===== src/rtl/timer_counter_n_if.sv =====
// timer_counter_n_if: control/status bundle between the timer register file and timer_counter_n
//   master : register file side (drives controls, samples count and sticky flags)
//   slave  : counter side
interface timer_counter_n_if #(parameter int WIDTH = 8);
  logic [2:0]       clk_sel;
  logic [WIDTH-1:0] start_counter;
  logic             load;
  logic             up_down;
  logic             enable;
  logic             auto_reload;
  logic             clr_overflow;
  logic             clr_underflow;
  logic             clr_match;
  logic [WIDTH-1:0] compare;
  logic [WIDTH-1:0] count;
  logic             overflow;
  logic             underflow;
  logic             match;
  modport master (
    output clk_sel, start_counter, load, up_down, enable, auto_reload,
           clr_overflow, clr_underflow, clr_match, compare,
    input  count, overflow, underflow, match
  );
  modport slave (
    input  clk_sel, start_counter, load, up_down, enable, auto_reload,
           clr_overflow, clr_underflow, clr_match, compare,
    output count, overflow, underflow, match
  );
endinterface


===== src/rtl/timer_counter_n.sv =====
// timer_counter_n: WIDTH-bit up/down timer with power-of-two prescaler, auto-reload and sticky flags
//   clk, rst_n : clock, asynchronous active-low reset
//   bus        : timer_counter_n_if.slave (clk_sel, start_counter, load, up_down, enable,
//                auto_reload, clr_*, compare in; count, overflow, underflow, match out)
//   TIMER_CMP_EN : when defined, enables the sticky compare-match flag; otherwise match is 0
module timer_counter_n #(
  parameter int WIDTH = 8,
  parameter int PSC_W = 4
) (
  input logic             clk,
  input logic             rst_n,
  timer_counter_n_if.slave bus
);
  localparam logic [WIDTH-1:0] MAX  = '1;
  localparam logic [WIDTH-1:0] ONE  = {{(WIDTH-1){1'b0}}, 1'b1};
  localparam logic [PSC_W-1:0] PONE = {{(PSC_W-1){1'b0}}, 1'b1};
  logic [WIDTH-1:0] cnt, cnt_nxt, rld;
  logic [PSC_W-1:0] psc, mask;
  logic             tick, step, at_max, at_min, ovf, unf, ovf_nxt, unf_nxt;
  // mask covers the low clk_sel prescaler bits; selections beyond PSC_W never tick
  always_comb begin
    mask    = ~({PSC_W{1'b1}} << bus.clk_sel);
    tick    = (bus.clk_sel == 3'd0) || ((32'(bus.clk_sel) <= PSC_W) && ((psc & mask) == mask));
    step    = bus.enable && tick && !bus.load;
    at_max  = cnt == MAX;
    at_min  = cnt == '0;
    cnt_nxt = bus.up_down ? (at_max ? (bus.auto_reload ? rld : '0) : cnt + ONE)
                          : (at_min ? (bus.auto_reload ? rld : MAX) : cnt - ONE);
    ovf_nxt = (step && bus.up_down && at_max) || (ovf && !bus.clr_overflow);
    unf_nxt = (step && !bus.up_down && at_min) || (unf && !bus.clr_underflow);
  end
  always_ff @(posedge clk or negedge rst_n) begin
    if (!rst_n) begin
      cnt <= '0;
      rld <= '0;
      psc <= '0;
      ovf <= 1'b0;
      unf <= 1'b0;
    end else begin
      psc <= bus.load ? '0 : psc + PONE;
      cnt <= bus.load ? bus.start_counter : (step ? cnt_nxt : cnt);
      rld <= bus.load ? bus.start_counter : rld;
      ovf <= ovf_nxt;
      unf <= unf_nxt;
    end
  end
  assign bus.count     = cnt;
  assign bus.overflow  = ovf;
  assign bus.underflow = unf;
`ifdef TIMER_CMP_EN
  logic mat;
  always_ff @(posedge clk or negedge rst_n) begin
    if (!rst_n) mat <= 1'b0;
    else mat <= (step && cnt_nxt == bus.compare) ||
                (bus.load && bus.start_counter == bus.compare) ||
                (mat && !bus.clr_match);
  end
  assign bus.match = mat;
`else
  logic unused_cmp;
  assign unused_cmp = ^{bus.compare, bus.clr_match};
  assign bus.match  = 1'b0;
`endif
endmodule


===== src/flat_wrapper.sv =====
// flat-port wrapper written by rule: the top's interface ports become plain ports
module timer_counter_n_flat 
#(
  parameter int WIDTH = 8,
  parameter int PSC_W = 4
)
  (clk, rst_n, bus_clk_sel, bus_start_counter, bus_load, bus_up_down, bus_enable, bus_auto_reload, bus_clr_overflow, bus_clr_underflow, bus_clr_match, bus_compare, bus_count, bus_overflow, bus_underflow, bus_match);
  timer_counter_n_if #(.WIDTH(WIDTH)) bus_i ();
  input logic clk;
  input logic rst_n;
  input wire logic [$bits(bus_i.clk_sel)-1:0] bus_clk_sel;
  input wire logic [$bits(bus_i.start_counter)-1:0] bus_start_counter;
  input wire logic [$bits(bus_i.load)-1:0] bus_load;
  input wire logic [$bits(bus_i.up_down)-1:0] bus_up_down;
  input wire logic [$bits(bus_i.enable)-1:0] bus_enable;
  input wire logic [$bits(bus_i.auto_reload)-1:0] bus_auto_reload;
  input wire logic [$bits(bus_i.clr_overflow)-1:0] bus_clr_overflow;
  input wire logic [$bits(bus_i.clr_underflow)-1:0] bus_clr_underflow;
  input wire logic [$bits(bus_i.clr_match)-1:0] bus_clr_match;
  input wire logic [$bits(bus_i.compare)-1:0] bus_compare;
  output wire logic [$bits(bus_i.count)-1:0] bus_count;
  output wire logic [$bits(bus_i.overflow)-1:0] bus_overflow;
  output wire logic [$bits(bus_i.underflow)-1:0] bus_underflow;
  output wire logic [$bits(bus_i.match)-1:0] bus_match;
  assign bus_i.clk_sel = bus_clk_sel;
  assign bus_i.start_counter = bus_start_counter;
  assign bus_i.load = bus_load;
  assign bus_i.up_down = bus_up_down;
  assign bus_i.enable = bus_enable;
  assign bus_i.auto_reload = bus_auto_reload;
  assign bus_i.clr_overflow = bus_clr_overflow;
  assign bus_i.clr_underflow = bus_clr_underflow;
  assign bus_i.clr_match = bus_clr_match;
  assign bus_i.compare = bus_compare;
  assign bus_count = bus_i.count;
  assign bus_overflow = bus_i.overflow;
  assign bus_underflow = bus_i.underflow;
  assign bus_match = bus_i.match;
  timer_counter_n #(.WIDTH(WIDTH), .PSC_W(PSC_W)) u_core (.clk(clk), .rst_n(rst_n), .bus(bus_i));
endmodule

===== config.mk =====
export PLATFORM = sky130hd
export DESIGN_NAME = timer_counter_n_flat
export DESIGN_NICKNAME = d
export VERILOG_FILES = /design/src/rtl/timer_counter_n_if.sv /design/src/rtl/timer_counter_n.sv /design/src/flat_wrapper.sv
export SDC_FILE = /design/constraint.sdc
export NUM_CORES = 1
export LEC_CHECK = 0
export ABC_AREA = 1
export BUFFER_PORTS_ARGS = -buffer_cell sky130_fd_sc_hd__buf_4
export CORE_AREA = 2 2 48 83
export CTS_CLUSTER_SIZE = 24
export DETAILED_ROUTE_END_ITERATION = 10
export DIE_AREA = 0 0 50 85
export GPL_TIMING_DRIVEN = 0
export PLACE_DENSITY = 0.69
export SKIP_CTS_REPAIR_TIMING = 1
export SLEW_MARGIN = 20
export SYNTH_ARGS = -nofsm -noshare
export SYNTH_HDL_FRONTEND = slang
export SYNTH_SLANG_ARGS = --single-unit
export TNS_END_PERCENT = 1

===== constraint.sdc =====
create_clock -name clk -period 2.1 [get_ports clk]
set_input_delay 0.42 -clock clk [delete_from_list [all_inputs] [get_ports clk]]
set_output_delay 0.42 -clock clk [all_outputs]
set_load 0.05 [all_outputs]

==> results by group <==
Critical path
  • Stages on worst setup path: 7
  • Critical Path Start Type: flop
  • Worst path cell trace: ha_1 > nand3_2 > nor2_4 > nand3_2 > o211ai_1 > nand3_1 > nand2_1
  • Critical path's top delay family: simple AND/OR/NAND/NOR gates
  • Crit path max fanout: 9
  • CP arrival: around 1.9 ns
  • Critical Path RT: 2.30 ns
  • Kind of critical path: reg -> reg
  • Crit. End Element: flop
  • CP dominant cell by count: nand3_2
  • R2r worst-path depth: 7
  • Crit Reg-Reg Endpoint: u_core.bus.count[5]
  • Reg2reg setup slack: approximately 0.36 ns
  • Buf/Inv on CP: 0
  • Max stage delay on crit path: 0.47 ns
  • CP max stage cell: dfrtp_1
  • FF-to-FF Start: u_core.bus.count[0]

Route
  • DRT iter0 DRCs: 53
  • Avg WL per Cell: approximately 13 µm
  • WL final: 3950 µm
  • Vias post-DR: 1,567
  • Final ANT Viol Nets: 0
  • Vias per Instance: 5.12
  • 1st-pass router iterations: 4
  • Remaining DRCs: 0

CTS
  • Reg clk slew, reported paths: 0.07 ns
  • Latest clock arrival within the worst-skew pair: 0.26 ns
  • H-tree levels: 1
  • Clock sink count: 22
  • Clk buf depth: 2
  • Cts bufs inserted: 3
  • CTS tree: built
  • CTS root buffer: clkbuf_8

Global routing
  • Global route total overflow: 0
  • Total track usage: 0.207
  • First-pass GRT wire length: 6840 µm
  • Largest net degree at the start of global routing: 23
  • Vias in the first global route: between 1,500 and 2,000
  • Initial antenna violation count: 0

Placed design
  • Routability-driven placement congestion ratio: approximately 0.86
  • Placed Cells: 303
  • Port bufs: 25
  • DP HPWL: 3140 µm

Power and ir drop
  • Maximum VDD drop: 0.000388 V
  • P per Cell Area: 650 nW/µm²
  • P_leak: 0.000956 µW

Timing
  • Clk_skew: 0.00157 ns
  • Final Max Slew Viols: 0
  • Total negative slack: 0 ns
  • FMAX: 574 MHz
  • Final Cycle Share: 0.830
  • RSZ-0062 raised after global routing: false
  • Final min period: 1.74 ns
  • Final hold vios: 0
  • Final setup fails: 0

Die
  • CORE AREA: 3590 µm²
  • Site row count: 29
  • Die area: 4250 µm²
  • Die H: 85 µm
  • Die width: roughly 50 µm
  • Initial Util: 0.454
  • I/O Pins: 39

Final layout
  • Nets: 294
  • P&R area growth vs syn: 17.6%
  • Inserted Diodes: 0
  • Final Non-Filler Cells: 306
  • Commonest non-fill, non-tap cell in the layout: nand2_1
  • Most frequent cells in the layout: 65 x nand2_1, 27 x buf_4, 27 x nand3_1, 24 x nor2_1, 22 x dfrtp_1
  • Fraction of layout cells with a size suffix above 1: 0.196

Status
  • Status: finished clean

Yosys
  • Gate Count Post-Synth: around 230
  • Synth Register Bits: 22
  • Post-Syn Area: 1630 µm²
  • Register area share after synthesis: 0.338
  • Synthesized Nets: 264
  • Number of distinct library cells after synthesis: 27
  • Syn Area/Cell: 7.02 µm²
  • Syn. warnings: 0

Hold path
  • Worst hold-check path type: in -> async

Run
  • Max-Cap Viols: 0
==> Yosys cell counts (all sizes together) <==
cell,n,share of area
a21boi,7,0.032
a21oi,8,0.031
buf,9,0.054
clkinv,2,0.0046
conb,1,0.0023
dfrtp,22,0.34
ha,4,0.031
inv,21,0.048
nand2,66,0.16
nand3,30,0.10
nand4,5,0.019
nor2,29,0.078
o211ai,3,0.014
o21ai,19,0.061
o22ai,2,0.0077
xnor2,2,0.011
xor2,2,0.011
==> cells by family (layout without fill, tap and decap cells) <==
group	count (synthesis)	in the layout	share of synthesized area
simple gates	130	130	0.355
compound gates	39	39	0.146
buf+inv	32	60	0.107
other cells	1	1	0.00230
fa+ha+maj	4	4	0.0307
xor+xnor	4	4	0.0215
flops	22	22	0.338
==> sequential cells by signal, summed over array words and instances, names as in the netlist <==
register              count
u_core.bus.underflow      1
u_core.bus.count          8
u_core.bus.overflow       1
u_core.psc                4
u_core.rld                8
==> worst max path at each step <==
stage	startpoint	end	slack, ns
detailed placement	bus_clk_sel[1]	u_core.bus.count[5]	0.27
finish	u_core.bus.count[0]	u_core.bus.count[5]	0.36
CTS	u_core.bus.count[0]	u_core.bus.count[4]	0.36
global placement	bus_clk_sel[1]	u_core.bus.count[5]	0.27
global route	u_core.bus.count[0]	u_core.bus.count[3]	0.18
floorplan	u_core.bus.count[0]	u_core.bus.count[4]	0.25
==> layout make-up <==
cell class                      instances  area, µm²
Inverter                               23       86.3
Multi-Input combinational cell        178        905
Clock buffer                            3       41.3
Buffer                                  9       87.6
Fill cell                             367       1680
Sequential cell                        22        551
Tap cell                               46       57.6
Timing Repair Buffer                   25        188
==> metal layers <==
metal  wire, µm  global-route usage
met1       1630               0.244
met2       2150               0.374
met3        105              0.0158
met4         63              0.0833
met5          0                   0
==> worst register-to-register path, delay by kind of cell, from the launching register on <==
| family | cells | cell delay, ns |
|---|---|---|
| AOI/OAI and AO/OA | 1 | 0.22 |
| adders and majority gates | 1 | 0.25 |
| DFF | 1 | 0.47 |
| and+or+nand+nor | 5 | 0.74 |
==> power breakdown <==
part	leakage [µW]	switching [µW]	internal, µW
combinational	0.000663	300	168
clock	0.0000216	131	128
sequential	0.000271	51.1	465
total	0.000956	483	761
==> per-stage QoR <==
step	setup WS (ns)	power, µW	util	hold WS (ns)	cell area, µm²
final	0.358	1240	0.533	0.0340	1920
after global routing	0.178	1320	0.533	0.0485	1920
after CTS	0.355	1260	0.533	0.0359	1920
after detailed placement	0.272	993	0.522	0.324	1870
after global placement	0.266	989	0.522	0.325	1870
after floorplan	0.252	857	-	0.124	1630
Note: power is estimated with default switching activity, not from simulation.
